$ cat src/rtl/abacus_pkg.sv
// Shared constants, op codes and sequencer state encoding
// for the abacus arithmetic datapath and its controller.
package abacus_pkg;

  localparam int OPND_W = 3;
  localparam int RES_W  = 6;
  localparam int SEL_W  = 2;

  typedef enum logic [SEL_W-1:0] {
    OP_ADD = 2'd0,
    OP_SUB = 2'd1,
    OP_MUL = 2'd2,
    OP_DIV = 2'd3
  } op_e;

  typedef enum logic [1:0] {
    ST_IDLE = 2'd0,
    ST_WAIT = 2'd1,
    ST_DONE = 2'd2
  } state_e;

endpackage

$ cat src/rtl/abacus_op_sequencer_if.sv
// Request/response handshake bundle between a client
// and the abacus op sequencer.
interface abacus_op_sequencer_if;
  import abacus_pkg::*;

  logic              req_valid;
  logic              req_ready;
  logic [OPND_W-1:0] req_in1;
  logic [OPND_W-1:0] req_in2;
  logic [SEL_W-1:0]  req_sel;

  logic              rsp_valid;
  logic              rsp_ready;
  logic [RES_W-1:0]  rsp_result;
  logic              rsp_overflow;
  logic              rsp_divzero;

  modport master (
    output req_valid, req_in1, req_in2, req_sel,
    output rsp_ready,
    input  req_ready,
    input  rsp_valid, rsp_result, rsp_overflow,
    input  rsp_divzero
  );

  modport slave (
    input  req_valid, req_in1, req_in2, req_sel,
    input  rsp_ready,
    output req_ready,
    output rsp_valid, rsp_result, rsp_overflow,
    output rsp_divzero
  );

endinterface

$ cat src/rtl/abacus_op_sequencer.sv
// Issues one op at a time to the abacus datapath, waits
// its latency, returns the result; traps divide-by-zero.
module abacus_op_sequencer
  import abacus_pkg::*;
#(
  parameter int DP_LATENCY = 1,
  parameter int OVF_CNT_W  = 8
) (
  input  logic                 clk,
  input  logic                 rst,
  abacus_op_sequencer_if.slave bus,
  output logic [OPND_W-1:0]    dp_in1,
  output logic [OPND_W-1:0]    dp_in2,
  output logic [SEL_W-1:0]     dp_sel,
  input  logic [RES_W-1:0]     dp_result,
  input  logic                 dp_overflow,
  output logic                 busy,
  input  logic                 ovf_clr,
  output logic [OVF_CNT_W-1:0] ovf_count
);

  state_e            state_q, state_d;
  logic [3:0]        cnt_q, cnt_d;
  logic [OPND_W-1:0] in1_d, in2_d;
  logic [SEL_W-1:0]  sel_d;
  logic [RES_W-1:0]  res_q, res_d;
  logic              rovf_q, rovf_d;
  logic              dz_q, dz_d;
  logic              cap_ovf;

  assign bus.req_ready    = (state_q == ST_IDLE);
  assign bus.rsp_valid    = (state_q == ST_DONE);
  assign bus.rsp_result   = res_q;
  assign bus.rsp_overflow = rovf_q;
  assign bus.rsp_divzero  = dz_q;
  assign busy             = (state_q != ST_IDLE);

  always_comb begin
    state_d = state_q;
    cnt_d   = cnt_q;
    in1_d   = dp_in1;
    in2_d   = dp_in2;
    sel_d   = dp_sel;
    res_d   = res_q;
    rovf_d  = rovf_q;
    dz_d    = dz_q;
    cap_ovf = 1'b0;
    unique case (1'b1)
      (state_q == ST_IDLE): begin
        if (bus.req_valid) begin
          // Divide-by-zero never reaches the datapath.
          if (bus.req_sel == OP_DIV &&
              bus.req_in2 == '0) begin
            res_d   = '0;
            rovf_d  = 1'b0;
            dz_d    = 1'b1;
            state_d = ST_DONE;
          end else begin
            in1_d   = bus.req_in1;
            in2_d   = bus.req_in2;
            sel_d   = bus.req_sel;
            cnt_d   = 4'(DP_LATENCY);
            state_d = ST_WAIT;
          end
        end
      end
      (state_q == ST_WAIT): begin
        if (cnt_q != 4'd0) begin
          cnt_d = cnt_q - 4'd1;
        end else begin
          res_d   = dp_result;
          rovf_d  = dp_overflow;
          dz_d    = 1'b0;
          cap_ovf = dp_overflow;
          state_d = ST_DONE;
        end
      end
      (state_q == ST_DONE): begin
        if (bus.rsp_ready) state_d = ST_IDLE;
      end
      default: state_d = ST_IDLE;
    endcase
  end

  always_ff @(posedge clk) begin
    if (rst) begin
      state_q   <= ST_IDLE;
      cnt_q     <= 4'd0;
      dp_in1    <= '0;
      dp_in2    <= '0;
      dp_sel    <= '0;
      res_q     <= '0;
      rovf_q    <= 1'b0;
      dz_q      <= 1'b0;
      ovf_count <= '0;
    end else begin
      state_q <= state_d;
      cnt_q   <= cnt_d;
      dp_in1  <= in1_d;
      dp_in2  <= in2_d;
      dp_sel  <= sel_d;
      res_q   <= res_d;
      rovf_q  <= rovf_d;
      dz_q    <= dz_d;
      // Clear beats a same-edge increment.
      if (ovf_clr)
        ovf_count <= '0;
      else if (cap_ovf && ovf_count != '1)
        ovf_count <= ovf_count + OVF_CNT_W'(1);
    end
  end

endmodule

$ cat src/flat_wrapper.sv
// flat-port wrapper written by rule: the top's interface ports become plain ports
module abacus_op_sequencer_flat import abacus_pkg::*;
#(
  parameter int DP_LATENCY = 1,
  parameter int OVF_CNT_W  = 8
)
  (clk, rst, dp_in1, dp_in2, dp_sel, dp_result, dp_overflow, busy, ovf_clr, ovf_count, bus_req_valid, bus_req_in1, bus_req_in2, bus_req_sel, bus_rsp_ready, bus_req_ready, bus_rsp_valid, bus_rsp_result, bus_rsp_overflow, bus_rsp_divzero);
  abacus_op_sequencer_if bus_i ();
  input  logic clk;
  input  logic rst;
  output logic [OPND_W-1:0] dp_in1;
  output logic [OPND_W-1:0] dp_in2;
  output logic [SEL_W-1:0] dp_sel;
  input  logic [RES_W-1:0] dp_result;
  input  logic dp_overflow;
  output logic busy;
  input  logic ovf_clr;
  output logic [OVF_CNT_W-1:0] ovf_count;
  input wire logic [$bits(bus_i.req_valid)-1:0] bus_req_valid;
  input wire logic [$bits(bus_i.req_in1)-1:0] bus_req_in1;
  input wire logic [$bits(bus_i.req_in2)-1:0] bus_req_in2;
  input wire logic [$bits(bus_i.req_sel)-1:0] bus_req_sel;
  input wire logic [$bits(bus_i.rsp_ready)-1:0] bus_rsp_ready;
  output wire logic [$bits(bus_i.req_ready)-1:0] bus_req_ready;
  output wire logic [$bits(bus_i.rsp_valid)-1:0] bus_rsp_valid;
  output wire logic [$bits(bus_i.rsp_result)-1:0] bus_rsp_result;
  output wire logic [$bits(bus_i.rsp_overflow)-1:0] bus_rsp_overflow;
  output wire logic [$bits(bus_i.rsp_divzero)-1:0] bus_rsp_divzero;
  assign bus_i.req_valid = bus_req_valid;
  assign bus_i.req_in1 = bus_req_in1;
  assign bus_i.req_in2 = bus_req_in2;
  assign bus_i.req_sel = bus_req_sel;
  assign bus_i.rsp_ready = bus_rsp_ready;
  assign bus_req_ready = bus_i.req_ready;
  assign bus_rsp_valid = bus_i.rsp_valid;
  assign bus_rsp_result = bus_i.rsp_result;
  assign bus_rsp_overflow = bus_i.rsp_overflow;
  assign bus_rsp_divzero = bus_i.rsp_divzero;
  abacus_op_sequencer #(.DP_LATENCY(DP_LATENCY), .OVF_CNT_W(OVF_CNT_W)) u_core (.clk(clk), .rst(rst), .bus(bus_i), .dp_in1(dp_in1), .dp_in2(dp_in2), .dp_sel(dp_sel), .dp_result(dp_result), .dp_overflow(dp_overflow), .busy(busy), .ovf_clr(ovf_clr), .ovf_count(ovf_count));
endmodule
$ cat config.mk
export PLATFORM = sky130hd
export DESIGN_NAME = abacus_op_sequencer_flat
export DESIGN_NICKNAME = d
export VERILOG_FILES = /design/src/rtl/abacus_pkg.sv /design/src/rtl/abacus_op_sequencer_if.sv /design/src/rtl/abacus_op_sequencer.sv /design/src/flat_wrapper.sv
export SDC_FILE = /design/constraint.sdc
export NUM_CORES = 1
export LEC_CHECK = 0
export CAP_MARGIN = 25
export CORE_UTILIZATION = 40
export CTS_CLUSTER_DIAMETER = 80
export CTS_CLUSTER_SIZE = 28
export DETAILED_ROUTE_END_ITERATION = 10
export PLACE_DENSITY = 0.71
export SYNTH_ARGS = -nofsm -noshare
export SYNTH_HDL_FRONTEND = slang
export SYNTH_SLANG_ARGS = --single-unit
$ cat constraint.sdc
create_clock -name clk -period 1.7 [get_ports clk]
set_input_delay 0.34 -clock clk [delete_from_list [all_inputs] [get_ports clk]]
set_output_delay 0.34 -clock clk [all_outputs]
set_load 0.02 [all_outputs]
## Word level (Yosys, flattened, before mapping)

Index checks and enable logic that the tools add are counted.

- Bits in registers: 30
- Input port bits: 20
- Output and inout bits: 27

- Add/subtract/negate cells: 2
- Equal/unequal tests: 10
- Multiplexer cells: 23
- Bitwise gates (word level): 1
- Reductions and logical operators: 12

Operators with widths:

| cell | number |
|---|---|
| $mux W6 | 3 |
| $mux W4 | 3 |
| $pmux W6 S2 | 1 |
| $ne A2 B2 Y1 const B | 5 |
| $add A8 B1 Y8 const B | 1 |
| $mux W1 | 8 |
| $mux W2 | 4 |
| $ne A8 B8 Y1 const B | 1 |
| $pmux W4 S2 | 1 |
| $reduce_and A4 Y1 | 2 |
| $pmux W2 S3 | 1 |
| $reduce_and A3 Y1 | 2 |
| $eq A2 B2 Y1 const B | 2 |
| $pmux W1 S2 | 2 |
| $reduce_bool A2 Y1 | 2 |
| $reduce_bool A4 Y1 | 1 |
| $sub A4 B1 Y4 const B | 1 |
| $logic_not A3 Y1 | 1 |
| $eq A2 B1 Y1 const B | 1 |
| $logic_and A1 B1 Y1 | 2 |
| $logic_not A2 Y1 | 1 |
| $ne A2 B1 Y1 const B | 1 |
| $reduce_or A2 Y1 | 1 |
| $not A1 Y1 | 1 |

## Depth between registers and ports, before layout

Gate-level depths: netlist (run 1).

- Depth in word-level cells: 5
- Depth in mapped cells: 7
- Mapped depth without buffers: 6

## Worst setup path before layout (run 1)

Ideal clock, no wire load.

- Path type: register to register
- From: reg u_core.cnt_q[0]
- To: reg u_core.ovf_count[6]
- Data arrival time: 1556 ps
- Data required time: 1630 ps
- Path slack: 74 ps
- Cell stages (with the launch flop): 7
- Buffers on the path: 0
- Cells stage by stage: dfxtp_1 > inv_1 > ha_1 > and4bb_4 > nand3_4 > or4_1 > a21oi_1

- Word-level cells in the longest chain between the ends: 4

RTL lines:

| element | RTL line | RTL |
|---|---|---|
| from (decl) | abacus_op_sequencer.sv:23 | `logic [3:0] cnt_q, cnt_d;` |
| from (signal assigned) | abacus_op_sequencer.sv:98 | `cnt_q <= cnt_d;` |
| $reduce_bool A4 Y1 | abacus_op_sequencer.sv:68 | `if (cnt_q != 4'd0) begin` |
| $mux W1 | abacus_op_sequencer.sv:68 |  |
| $mux W1 | abacus_op_sequencer.sv:48 | `unique case (1'b1)` |
| $logic_and A1 B1 Y1 | abacus_op_sequencer.sv:108 | `else if (cap_ovf && ovf_count != '1)` |
| to (signal assigned) | abacus_op_sequencer.sv:109 | `ovf_count <= ovf_count + OVF_CNT_W'(1);` |
| to (decl) | abacus_op_sequencer.sv:19 | `output logic [OVF_CNT_W-1:0] ovf_count` |

No other way between the ends.
A chain may end at the register's enable or synchronous reset.

## Worst setup path after layout (run 1)

Ends and elaborated chain as after synthesis.

==> results by stage, run 1 <==
Routing:
- The first detailed-routing pass took 4 iterations.
- The number of antenna-violating nets in the routed design is 0.
- The wire length reported by the detailed router is ~3.8 mm.
- The residual DRC count is 0.
- The detailed-route vias per instance is about 5.4.
- The routed layout has 1,496 vias.
- The violation count after the first detailed-route iteration is about 110.
- In the final routed layout, each cell accounts on average for 13.6 um.

Global route:
- The first global-routing pass estimated about 6.2 mm of wire.
- The number of global-route vias before repair is around 1,400.
- In the global route stage, overall resource usage came out at between 20% and 30%.
- The initial antenna violation count is 0.
- Entering global routing, the biggest net connects 21 pins.
- For this run the aggregate overflow at the end of global routing stands at 0.

Cells and area:
- The number of antenna cells inserted is 0.
- The total number of nets in the final design is roughly 250.
- The layout-stage area growth over the synthesis result is 59.6%.
- The post-route netlist has a little under a quarter of its cells at a drive strength greater than 1.
- After filler insertion, the fill cell instance count of the layout stands at 293.

STA:
- Setup repair after global routing could not meet its margin everywhere.
- The actual slew at the worst max-slew pin is 0.380 ns.
- The final critical-path required period is 1.65 ns.
- The count of final max-slew check failures came to 0.
- The setup skew after layout is 0.0113 ns.
- The worst max-slew margin expressed relative to the limit is 74.4%.
- The final hold violation count came to 0.
- The final setup violation count is 0.
- The worst setup margin is slightly above 0.05 ns.
- Based on the critical path, the design can be clocked at up to approximately 610 MHz.
- In the finished design, the share of the clock period the worst path needs comes to 97.0%.

Worst setup path:
- For flop-to-flop paths, the worst setup slack is about 0.052 ns.
- The kind of critical path is reg -> reg.
- The family with the most delay on the worst path is simple AND/OR/NAND/NOR gates.
- The number of buffer and inverter stages on the critical path is 1.
- For the worst setup path, the data arrival time is approximately 1.9 ns.
- In this run the critical register-to-register path is launched from u_core.cnt_q[0]$_SDFFE_PP0P_.
- At the worst endpoint, the required time is between 1.5 and 2 ns.
- The slowest stage of the critical path is the sky130_fd_sc_hd__or4_4 cell.
- Walking the worst path, the cells encountered are inv_1 -> ha_2 -> and4bb_4 -> nand3_4 -> or4_4 -> a21oi_2.
- The delay of the slowest cell on the worst path is ~0.53 ns.
- STA classifies the critical path startpoint as a flip-flop.
- The worst register-to-register path has a depth of 6.
- The end of the worst register-to-register path is u_core.ovf_count[6]$_SDFFE_PP0P_.
- STA classifies the critical path endpoint as a flip-flop.
- In this run the worst path has a maximum fanout of 5.

Yosys:
- The sequential cell area fraction in the yosys report is a little over two fifths.
- Counting every net in the synthesized netlist gives 182.
- The synthesized instance count is 159.
- The post-synthesis cell area is ~0.0014 sq mm.
- By count the netlist is led by sky130_fd_sc_hd__dfxtp_1, sky130_fd_sc_hd__a21oi_1, sky130_fd_sc_hd__nand2_1, sky130_fd_sc_hd__o21ai_0, sky130_fd_sc_hd__nor2_1.
- The synthesized design contains 30 register bits.
- The commonest register cell after synthesis is sky130_fd_sc_hd__dfxtp_1.
- During synthesis, Yosys emitted a total of 0 warnings.
- For this run, asynchronously set or reset flops after synthesis account for 0%.
- Yosys mapped a number of flops with a built-in enable equal to 0.
- The area share of the largest cell type after synthesis is a little over two fifths.
- Among all cell types in the netlist, the one instantiated most often is sky130_fd_sc_hd__dfxtp_1.
- The most area-hungry cell type in the Yosys netlist is sky130_fd_sc_hd__dfxtp_1.
- The mean area per synthesized cell is 8.74 sq um.
- The number of different library cells used by synthesis comes to 39.
- By area the synthesized netlist is led by sky130_fd_sc_hd__dfxtp_1, sky130_fd_sc_hd__a21oi_1, sky130_fd_sc_hd__o21ai_0.

Power:
- For this design the static power due to leakage is 0.914 nW.
- The worst IR drop on VDD is about 0.00062 V.
- The post-route total power is 2.08 mW.
- The power per standard cell area is about 940 mW/mm^2.

CTS:
- The CTS clock-pin slew for the worst setup and hold paths is 0.10 ns.
- TritonCTS built the clock tree.
- The number of CTS-inserted buffers is 5.
- The later pin in the worst-skew pair is clocked with a latency of between 0.3 and 0.4 ns.
- In this run the clock root is driven by a sky130_fd_sc_hd__clkbuf_4.
- After clock tree synthesis, the flow added hold-fix buffers numbering 0.
- The number of clock sinks seen by CTS is 30.
- The level count of the clock H-tree is 2.
- The clock passes through at most 2 buffers.

Floorplan:
- From left edge to right edge, the die measures 61.0 um.
- The core region area is 0.00334 sq mm.
- The overall die area is 0.00371 sq mm.
- Once the floorplan was initialized, standard cells occupied roughly two fifths of the core.
- For this design the top-level I/O count stands at 47.
- The number of rows in the core area is 21.
- The die height is ~60 um.

Placed design:
- Detailed placement finished with a half-perimeter wire length of approximately 2.8 mm.
- Prior to clock tree synthesis, the placed netlist has a worst setup slack of -0.372 ns.
- The number of buffers added on ports is 46.
- The final weighted congestion of routability-driven global placement is about 0.82.

Worst hold path:
- The tightest min-delay check is of the reg -> reg type.
- The cell depth of the worst hold path is 2.
- The worst hold path terminates at u_core.bus.rsp_result[0]$_SDFFE_PP0P_.
- The startpoint identified for the worst hold timing path is u_core.bus.rsp_result[0]$_SDFFE_PP0P_.

Run status:
- The flow ran to the end, and the final reports show no timing, DRC or antenna violations.

Run:
- The tool flagged a number of max-cap violations equal to 0.
## placed cells by master, fill, tap and decap left out, types with 3 or more instances in the layout
cell                              instances
sky130_fd_sc_hd__nand3_1                  5
sky130_fd_sc_hd__a31oi_1                  3
sky130_fd_sc_hd__nor2_1                  11
sky130_fd_sc_hd__nand2_1                 14
sky130_fd_sc_hd__inv_1                    6
sky130_fd_sc_hd__or3_1                    3
sky130_fd_sc_hd__dfxtp_1                 28
sky130_fd_sc_hd__o21ai_0                 13
sky130_fd_sc_hd__a21oi_1                 15
sky130_fd_sc_hd__dlymetal6s2s_1           3
sky130_fd_sc_hd__nor3_1                   3
sky130_fd_sc_hd__clkdlybuf4s50_1         34
sky130_fd_sc_hd__o221a_2                  3
sky130_fd_sc_hd__clkbuf_4                 5
sky130_fd_sc_hd__dlygate4sd2_1            8
sky130_fd_sc_hd__and3_1                   5
sky130_fd_sc_hd__mux2i_1                  3
sky130_fd_sc_hd__buf_4                   24
## sequential cells by signal (all words and copies together) (netlist names)
name	flops
u_core.dp_in1	3
u_core.bus.rsp_result	6
u_core.dp_sel	2
u_core.state_q	2
u_core.cnt_q	4
u_core.bus.rsp_overflow	1
u_core.ovf_count	8
u_core.dp_in2	3
u_core.bus.rsp_divzero	1
## worst register-to-register path: stages, from the launching register on
cell and delay [ns]:
sky130_fd_sc_hd__dfxtp_1 0.33, sky130_fd_sc_hd__inv_1 0.08, sky130_fd_sc_hd__ha_2 0.17, sky130_fd_sc_hd__and4bb_4 0.27
sky130_fd_sc_hd__nand3_4 0.10, sky130_fd_sc_hd__or4_4 0.53, sky130_fd_sc_hd__a21oi_2 0.14
## per-stage QoR
step | TNS (ns) | cell area [sq um] | cells | util, % | hold slack [ns]
4_1_cts | 0 | 2140 | 273 | 64.0 | 0.480
2_1_floorplan | 0 | 1390 | 159 | - | 0.476
5_1_grt | -0.0198 | 2220 | 278 | 66.5 | 0.502
3_3_place_gp | -3.53 | 2030 | 265 | 60.8 | 0.453
3_5_place_dp | -4.28 | 2030 | 265 | 60.8 | 0.465
6_report | 0 | 2220 | 278 | 66.5 | 0.479
## logic make-up (layout without fill, tap and decap cells)
family / Yosys count / in the layout / synth area share (%)
AO/OA/AOI/OAI: 48 / 48 / 21.9
buffers and inverters: 12 / 84 / 3.78
AND/OR/NAND/NOR: 63 / 64 / 26.3
adder cells (fa/ha/maj): 3 / 3 / 2.70
multiplexers: 3 / 3 / 2.16
flip-flops: 30 / 30 / 43.2
## layer usage
| metal | part of all wire [%] | wire, um | GRT usage [%] |
|---|---|---|---|
| met5 | 0 | 0 | 0 |
| met4 | 1.5 | 55 | 9.74 |
| met3 | 5.9 | 223 | 5.76 |
| met2 | 52 | 1950 | 41.8 |
| met1 | 41 | 1560 | 24.5 |
## worst max path at each step
| stage | from | end | depth (start not counted) |
|---|---|---|---|
| 6_report | u_core.cnt_q[0]$_SDFFE_PP0P_ | u_core.ovf_count[6]$_SDFFE_PP0P_ | 6 |
| 5_1_grt | u_core.cnt_q[1]$_SDFFE_PP0P_ | u_core.ovf_count[6]$_SDFFE_PP0P_ | 6 |
| 4_1_cts | u_core.ovf_count[6]$_SDFFE_PP0P_ | ovf_count[6] | 1 |
| 3_5_place_dp | bus_req_sel[0] | u_core.cnt_q[0]$_SDFFE_PP0P_ | 5 |
| 3_3_place_gp | bus_req_sel[0] | u_core.cnt_q[0]$_SDFFE_PP0P_ | 5 |
| 2_1_floorplan | u_core.cnt_q[0]$_SDFFE_PP0P_ | u_core.ovf_count[6]$_SDFFE_PP0P_ | 6 |
## layout make-up
cell class / instances / area (sq um) / share of cell area (%)
sequential: 30 / 603 / 27.2
tap: 46 / 57.6 / 2.59
clock inverter: 2 / 60.1 / 2.71
multi-input combinational: 118 / 791 / 35.6
timing repair buffer: 70 / 633 / 28.5
inverter: 6 / 22.5 / 1.02
clock buffer: 6 / 51.3 / 2.31
## power by group
group          total [mW]  internal [mW]  switching, mW
sequential          0.791          0.754         0.0369
combinational       0.541          0.271          0.270
clock               0.751          0.498          0.253
## timing repair
action | 4_1_cts | 5_1_grt
endpoints found under the setup margin | 17 | 11
gates cloned | 0 | 1
pin swaps | 0 | 3
setup buffers | 0 | 4
gates resized for setup | 13 | 16
hold endpoints to repair | 0 | 0
Note: power is estimated with default switching activity, not from simulation.
==> run 2, diff against run 1 <==
TNS_END_PERCENT = 1   (was unset)
==> run 2 against run 1 <==
  * Cell count is 1.1% lower
  * Clock power hardly changed
  * Via count is 2.1% lower
  * Largest power group unchanged
  * Largest cell class unchanged
  * Worst setup slack worse by 0.0027 ns
  * Global-route usage stayed put
==> results by stage, run 2 (synthesized netlist as in run 1, its figures left out) <==
Run status:
- Status: completed (unchanged).

Cells and area:
- The number of cells in the finished layout apart from fillers came to 275 (was 278).
- The register with the highest flop count was u_core.ovf_count (unchanged).
- The number of antenna cells inserted is 0 (unchanged).
- The core occupancy in the finished layout is 65.3% (was 66.5%).
- Most frequent cells in the layout: sky130_fd_sc_hd__clkdlybuf4s50_1, sky130_fd_sc_hd__dfxtp_1, sky130_fd_sc_hd__buf_4 (unchanged).
- The total number of nets in the final design was 251 (was 254).
- The layout-stage area growth over the synthesis result is 56.7% (was 59.6%).
- The proportion of layout cells with a drive suffix above 1 is 21.4% (was 23.7%).
- The number of flip-flops under the largest register name is 8 (unchanged).
- The most common cell after layout, fill and taps aside is sky130_fd_sc_hd__clkdlybuf4s50_1 (unchanged).
- The final standard cell area without fillers came to 0.00218 sq mm (was 0.00222 sq mm).

Power:
- The share of total power in combinational logic is 25.4% (was 26.0%).
- The internal power consumption is 1.52 mW (about the same).
- The leakage power is 0.905 nW (was 0.914 nW).
- The clock group share of total power is 36.4% (was 36.1%).
- The switching power is 0.556 mW (was 0.560 mW).
- The post-route total power came to 2.07 mW (was 2.08 mW).
- The power per standard cell area was 951 mW/mm^2 (was 939 mW/mm^2).
- The switching share of power came to 26.8% (was 26.9%).
- The sequential power share is 38.2% (was 38.0%).
- The worst IR drop on VDD is 0.000618 V (was 0.000623 V).

Routing:
- The top layer used by detailed routing is met4 (unchanged).
- The amount of wire on met3 after detailed routing is 216 um (was 223 um).
- The detailed-route vias per instance is 5.33 (was 5.38).
- The length of routed met2 wiring is 1.91 mm (was 1.95 mm).
- The number of antenna-violating nets in the routed design was 0 (unchanged).
- The violation count after the first detailed-route iteration is 94 (was 108).
- The iteration count of the initial detailed-routing pass is 4 (unchanged).
- The residual DRC count is 0 (unchanged).
- The post-route met1 wirelength is 1.54 mm (was 1.56 mm).
- The average wire per standard cell is 13.5 um (was 13.6 um).
- The total number of vias was 1,465 (was 1,496).
- The wire length reported by the detailed router is 3.72 mm (was 3.79 mm).

Worst setup path:
- The register-to-register setup slack is 0.05 ns (about the same).
- The largest fanout of any net on the critical path is 9 (was 5).
- The critical path required time is 1.98 ns (was 1.97 ns).
- The launch instance of the worst register-to-register path is u_core.cnt_q[0]$_SDFFE_PP0P_ (unchanged).
- The worst reg-to-reg path cell count was 6 (unchanged).
- The type of element capturing the critical path is a flip-flop (unchanged).
- The kind of critical path is reg -> reg (unchanged).
- The worst endpoint data arrival time is 1.93 ns (was 1.92 ns).
- The end of the worst register-to-register path is u_core.ovf_count[6]$_SDFFE_PP0P_ (unchanged).
- The origin of the worst setup path is u_core.cnt_q[0]$_SDFFE_PP0P_ (unchanged).
- The type of element launching the critical path is a flip-flop (unchanged).

Placed design:
- The area of placed instances is 0.00203 sq mm (unchanged).
- The number of placed instances with taps included is 265 (unchanged).
- The number of buffers added on ports was 46 (unchanged).
- The final weighted congestion of routability-driven global placement is 0.823 (unchanged).
- The half-perimeter wire length of the detailed placement result is 2.78 mm (unchanged).

CTS:
- The level count of the clock H-tree was 2 (unchanged).
- The CTS tree is yes (unchanged).
- The number of clock sinks seen by CTS came to 30 (unchanged).
- The clock latency on the worst-skew pair is 0.33 ns (about the same).
- The number of CTS-inserted buffers is 5 (unchanged).
- The CTS clock-pin slew for the worst setup and hold paths is 0.10 ns (about the same).
- The root buffer cell is sky130_fd_sc_hd__clkbuf_4 (unchanged).
- The maximum clock path buffer count was 2 (unchanged).
- The number of buffers added to fix hold violations after cts was 0 (unchanged).

STA:
- The final critical-path required period is 1.65 ns (about the same).
- The count of final max-slew check failures is 0 (unchanged).
- The worst max-slew margin expressed relative to the limit came to 74.4% (unchanged).
- The actual slew at the worst max-slew pin is 0.380 ns (unchanged).
- Unrepaired setup endpoints after global routing: true (unchanged).
- The final setup violation count is 0 (unchanged).
- The setup skew after layout is 0.0129 ns (was 0.0113 ns).
- The final hold violation count is 0 (unchanged).
- The final clock period utilization by the worst path came to 97.1% (was 97.0%).
- The top achievable clock speed is 606 MHz (was 607 MHz).
- The accumulated negative setup slack is 0 ns (unchanged).

Floorplan:
- The I/O pin count is 47 (unchanged).
- The overall die area is 0.00371 sq mm (unchanged).
- The core region area is 0.00334 sq mm (unchanged).
- The starting density of the core was 41.7% (unchanged).
- The die height is 61.0 um (unchanged).
- The number of rows in the core area is 21 (unchanged).
- The width of the die came to 61.0 um (unchanged).

Global route:
- The number of global-route vias before repair is 1,447 (unchanged).
- The largest net degree at the start of global routing was 21 (unchanged).
- The total global-route track usage is 22.7% (unchanged).
- The first-pass GRT wire length came to 6.20 mm (unchanged).
- The global route total overflow is 0 (unchanged).
- The initial antenna violation count is 0 (unchanged).

Worst hold path:
- The cell depth of the worst hold path is 2 (unchanged).
- The worst-case hold path end point is u_core.bus.rsp_result[0]$_SDFFE_PP0P_ (unchanged).
- The path type of the worst min-delay path was reg -> reg (unchanged).
- The worst min-delay path startpoint is u_core.bus.rsp_result[0]$_SDFFE_PP0P_ (unchanged).

Run:
- The max-capacitance violation count came to 0 (unchanged).
-- run 2: metal layers --
metal | vias to the layer above | track usage, %
li1 | 737 | -
met3 | 7 | 5.76
met5 | - | 0
met4 | 0 | 9.74
met1 | 680 | 24.5
met2 | 41 | 41.8
-- run 2: worst max path at each step --
| stage | to | slack, ns | depth (start not counted) |
|---|---|---|---|
| 2_1_floorplan | u_core.ovf_count[6]$_SDFFE_PP0P_ | 0.07 | 6 |
| 3_3_place_gp | u_core.cnt_q[0]$_SDFFE_PP0P_ | -0.33 | 5 |
| 3_5_place_dp | u_core.cnt_q[0]$_SDFFE_PP0P_ | -0.37 | 5 |
| 4_1_cts | ovf_count[6] | 0.006 | 1 |
| 5_1_grt | u_core.ovf_count[6]$_SDFFE_PP0P_ | -0.03 | 6 |
| 6_report | u_core.ovf_count[6]$_SDFFE_PP0P_ | 0.05 | 6 |
-- run 2: critical path, cell delays in order, from the launching register on --
cell and delay (ns):
sky130_fd_sc_hd__dfxtp_2 0.33, sky130_fd_sc_hd__inv_1 0.07, sky130_fd_sc_hd__ha_1 0.17, sky130_fd_sc_hd__and4bb_4 0.26, sky130_fd_sc_hd__nand3_4 0.11, sky130_fd_sc_hd__or4_4 0.54, sky130_fd_sc_hd__a21oi_2 0.13
-- run 2: power groups by stage --
stage | Sequential [mW] | Combinational, mW | Clock (mW)
floorplan | 0.839 | 0.234 | 0
detailed placement | 0.803 | 0.523 | 0
global placement | 0.801 | 0.513 | 0
CTS | 0.791 | 0.522 | 0.766
global route | 0.798 | 0.576 | 0.792
finish | 0.792 | 0.527 | 0.753
-- run 2: metrics by stage --
step	hold WS (ns)	setup WS (ns)
finish	0.480	0.0492
global route	0.502	-0.0345
CTS	0.480	0.00552
detailed placement	0.465	-0.372
global placement	0.453	-0.325
floorplan	0.476	0.0744
-- run 2: layout make-up --
type,count,area (sq um)
fillers,301,1160
inverters,6,22.5
multi-input cells,117,764
well taps,46,57.6
repair buffers,68,618
flip-flops and latches,30,604
clock buffers,6,51.3
clock inverters,2,60.1
-- run 2: timing repair --
action / 4_1_cts / 5_1_grt
pin swaps: 0 / 1
endpoints found under the hold margin: 0 / 0
setup buffers: 0 / 2
endpoints found under the setup margin: 17 / 11
gates resized for setup: 13 / 13
==> run 3, diff against run 2 <==
PLACE_DENSITY = 0.74   (was 0.71)
==> run 3 against run 2 <==
  * Wire length is 0.51% lower
  * Non-clock buffer count is 1 lower
  * First-iteration DRC count is 27% lower
  * Final area is 3.0% lower
  * Global-route usage is 0.17 points lower
  * Critical endpoint is now u_core.ovf_count[4]$_SDFFE_PP0P_
  * Flip-flop and latch count stayed put
  * Largest cell class unchanged
==> results by stage, run 3 (synthesized netlist as in run 1, its figures left out) <==
Run status:
- Status: completed (unchanged).

Global route:
- The global route total overflow is 0 (unchanged).
- The largest net degree at the start of global routing is 21 (unchanged).
- The number of global-route vias before repair was 1,408 (was 1,447).
- The total global-route track usage is 22.5% (was 22.7%).
- The initial antenna violation count is 0 (unchanged).
- The first-pass GRT wire length is 6.16 mm (was 6.20 mm).

STA:
- Unrepaired setup endpoints after global routing: true (unchanged).
- The count of final max-slew check failures is 0 (unchanged).
- The final clock period utilization by the worst path is 97.2% (was 97.1%).
- The actual slew at the worst max-slew pin was 0.357 ns (was 0.380 ns).
- The top achievable clock speed is 605 MHz (was 606 MHz).
- The setup skew after layout is 0.00686 ns (was 0.0129 ns).
- The final critical-path required period is 1.65 ns (about the same).
- The final hold violation count is 0 (unchanged).
- The final setup violation count was 0 (unchanged).
- The worst max-slew margin expressed relative to the limit is 76.0% (was 74.4%).
- The worst hold slack after final layout is 0.486 ns (was 0.480 ns).

CTS:
- The number of CTS-inserted buffers is 5 (unchanged).
- The root buffer cell is sky130_fd_sc_hd__clkbuf_4 (unchanged).
- The maximum clock path buffer count came to 2 (unchanged).
- The number of buffers added to fix hold violations after cts is 0 (unchanged).
- The clock latency on the worst-skew pair is 0.33 ns (about the same).
- The number of clock sinks seen by CTS is 30 (unchanged).
- The CTS tree is yes (unchanged).
- The CTS clock-pin slew for the worst setup and hold paths was 0.09 ns (was 0.10 ns).
- The level count of the clock H-tree is 2 (unchanged).

Power:
- The clock group share of total power came to 22.7% (was 36.4%).
- The sequential power share was 46.3% (was 38.2%).
- The switching power is 0.541 mW (was 0.556 mW).
- The worst IR drop on VDD came to 0.000621 V (was 0.000618 V).
- The share of total power in combinational logic is 31.0% (was 25.4%).
- The leakage power is 0.875 nW (was 0.905 nW).
- The power per standard cell area is 810 mW/mm^2 (was 951 mW/mm^2).
- The internal power consumption came to 1.17 mW (was 1.52 mW).
- The switching share of power came to 31.6% (was 26.8%).

Worst setup path:
- The largest fanout of any net on the critical path is 6 (was 9).
- The type of element launching the critical path was a flip-flop (unchanged).
- The critical path required time was 1.97 ns (was 1.98 ns).
- The register-to-register setup slack is 0.05 ns (about the same).
- The worst endpoint data arrival time is 1.92 ns (was 1.93 ns).
- The type of element capturing the critical path is a flip-flop (unchanged).
- The kind of critical path is reg -> reg (unchanged).

Cells and area:
- The number of antenna cells inserted came to 0 (unchanged).
- The area of combinational cells with multiple inputs was 773 sq um (was 764 sq um).
- The total number of nets in the final design is 250 (was 251).
- The number of flip-flops under the largest register name was 8 (unchanged).
- The flip-flop and latch area came to 602 sq um (was 604 sq um).
- The proportion of layout cells with a drive suffix above 1 is 19.4% (was 21.4%).
- The register with the highest flop count is u_core.ovf_count (unchanged).
- The most common cell after layout, fill and taps aside is sky130_fd_sc_hd__clkdlybuf4s50_1 (unchanged).
- Most frequent cells in the layout: sky130_fd_sc_hd__clkdlybuf4s50_1, sky130_fd_sc_hd__dfxtp_1, sky130_fd_sc_hd__buf_4 (unchanged).
- The layout-stage area growth over the synthesis result is 52.0% (was 56.7%).
- The final standard cell area without fillers is 0.00211 sq mm (was 0.00218 sq mm).
- The count of fill cells added during filler insertion was 308 (was 301).

Routing:
- The wire length reported by the detailed router is 3.70 mm (was 3.72 mm).
- The detailed-route vias per instance came to 5.59 (was 5.33).
- The iteration count of the initial detailed-routing pass is 4 (unchanged).
- The violation count after the first detailed-route iteration is 69 (was 94).
- The total number of vias is 1,525 (was 1,465).
- The number of antenna-violating nets in the routed design is 0 (unchanged).
- The average wire per standard cell is 13.5 um (about the same).
- The residual DRC count is 0 (unchanged).

Placed design:
- The area of placed instances is 0.00204 sq mm (was 0.00203 sq mm).
- The half-perimeter wire length of the detailed placement result came to 2.77 mm (was 2.78 mm).
- The final weighted congestion of routability-driven global placement is 0.844 (was 0.823).
- The number of buffers added on ports is 46 (unchanged).

Floorplan:
- The starting density of the core was 41.7% (unchanged).
- The core region area is 0.00334 sq mm (unchanged).
- The number of rows in the core area is 21 (unchanged).
- The overall die area is 0.00371 sq mm (unchanged).
- The die height was 61.0 um (unchanged).
- The I/O pin count was 47 (unchanged).
- The width of the die is 61.0 um (unchanged).

Worst hold path:
- The path type of the worst min-delay path is reg -> reg (unchanged).

Run:
- The max-capacitance violation count is 0 (unchanged).
## run 3: cell types whose count changed in the layout (fill, tap and decap cells not counted), moves of 2 or more
cell                        before  now
sky130_fd_sc_hd__bufinv_16       2    0
sky130_fd_sc_hd__nor3b_2         2    0
sky130_fd_sc_hd__dfxtp_1        27   29
sky130_fd_sc_hd__dfxtp_2         3    1
sky130_fd_sc_hd__clkinv_2        0    2
## run 3: final cells by class
| cell class | count | area share (%) |
|---|---|---|
| Clock buffer | 5 | 1.78 |
| Clock inverter | 2 | 0.474 |
| Inverter | 6 | 1.07 |
| Multi-Input combinational cell | 117 | 36.6 |
| Sequential cell | 30 | 28.5 |
| Tap cell | 46 | 2.72 |
| Timing Repair Buffer | 67 | 28.9 |
## run 3: worst paths after layout
kind	startpoint	endpoint	depth (start not counted)
hold / removal	u_core.dp_in2[0]$_SDFFE_PP0P_	u_core.dp_in2[0]$_SDFFE_PP0P_	2
setup / recovery	u_core.cnt_q[0]$_SDFFE_PP0P_	u_core.ovf_count[4]$_SDFFE_PP0P_	6
hold reg to reg	u_core.dp_in2[0]$_SDFFE_PP0P_	u_core.dp_in2[0]$_SDFFE_PP0P_	2
setup reg to reg	u_core.cnt_q[0]$_SDFFE_PP0P_	u_core.ovf_count[4]$_SDFFE_PP0P_	6
## run 3: critical path, stage by stage, from the launching register on
cell and delay (ns):
sky130_fd_sc_hd__dfxtp_1 0.32, sky130_fd_sc_hd__inv_1 0.07, sky130_fd_sc_hd__ha_1 0.17, sky130_fd_sc_hd__and4bb_4 0.26
sky130_fd_sc_hd__nand3_4 0.11, sky130_fd_sc_hd__or4_1 0.51, sky130_fd_sc_hd__a21oi_1 0.15
## run 3: timing repair
item / CTS / global route
endpoints found under the setup margin: 16 / 15
gates resized for setup: 12 / 13
endpoints found under the hold margin: 0 / 0
setup buffers: 0 / 0
## run 3: per-layer routing
metal / share of wire, % / global-route usage [%] / vias up
met5: 0 / 0 / -
li1: - / - / 735
met2: 49 / 38.6 / 51
met4: 1.8 / 9.42 / 0
met3: 7.0 / 6.82 / 8
met1: 42 / 26.0 / 731
## run 3: power by group through the flow
| stage | combinational (mW) | sequential [mW] | clock (mW) |
|---|---|---|---|
| finish | 0.531 | 0.792 | 0.389 |
| global route | 0.581 | 0.799 | 0.430 |
| CTS | 0.520 | 0.791 | 0.399 |
| detailed placement | 0.525 | 0.803 | 0 |
| global placement | 0.513 | 0.801 | 0 |
| floorplan | 0.234 | 0.839 | 0 |
## run 3: per-stage QoR
step / instances / setup TNS, ns / setup slack (ns) / util (%) / power (mW)
3_3_place_gp: 266 / -3.57 / -0.322 / 61.0 / 1.31
4_1_cts: 273 / 0 / 0.00677 / 62.4 / 1.71
6_report: 273 / 0 / 0.0481 / 63.3 / 1.71
5_1_grt: 273 / -0.119 / -0.0295 / 63.3 / 1.81
2_1_floorplan: 159 / 0 / 0.0744 / - / 1.07
3_5_place_dp: 266 / -4.47 / -0.347 / 61.0 / 1.33
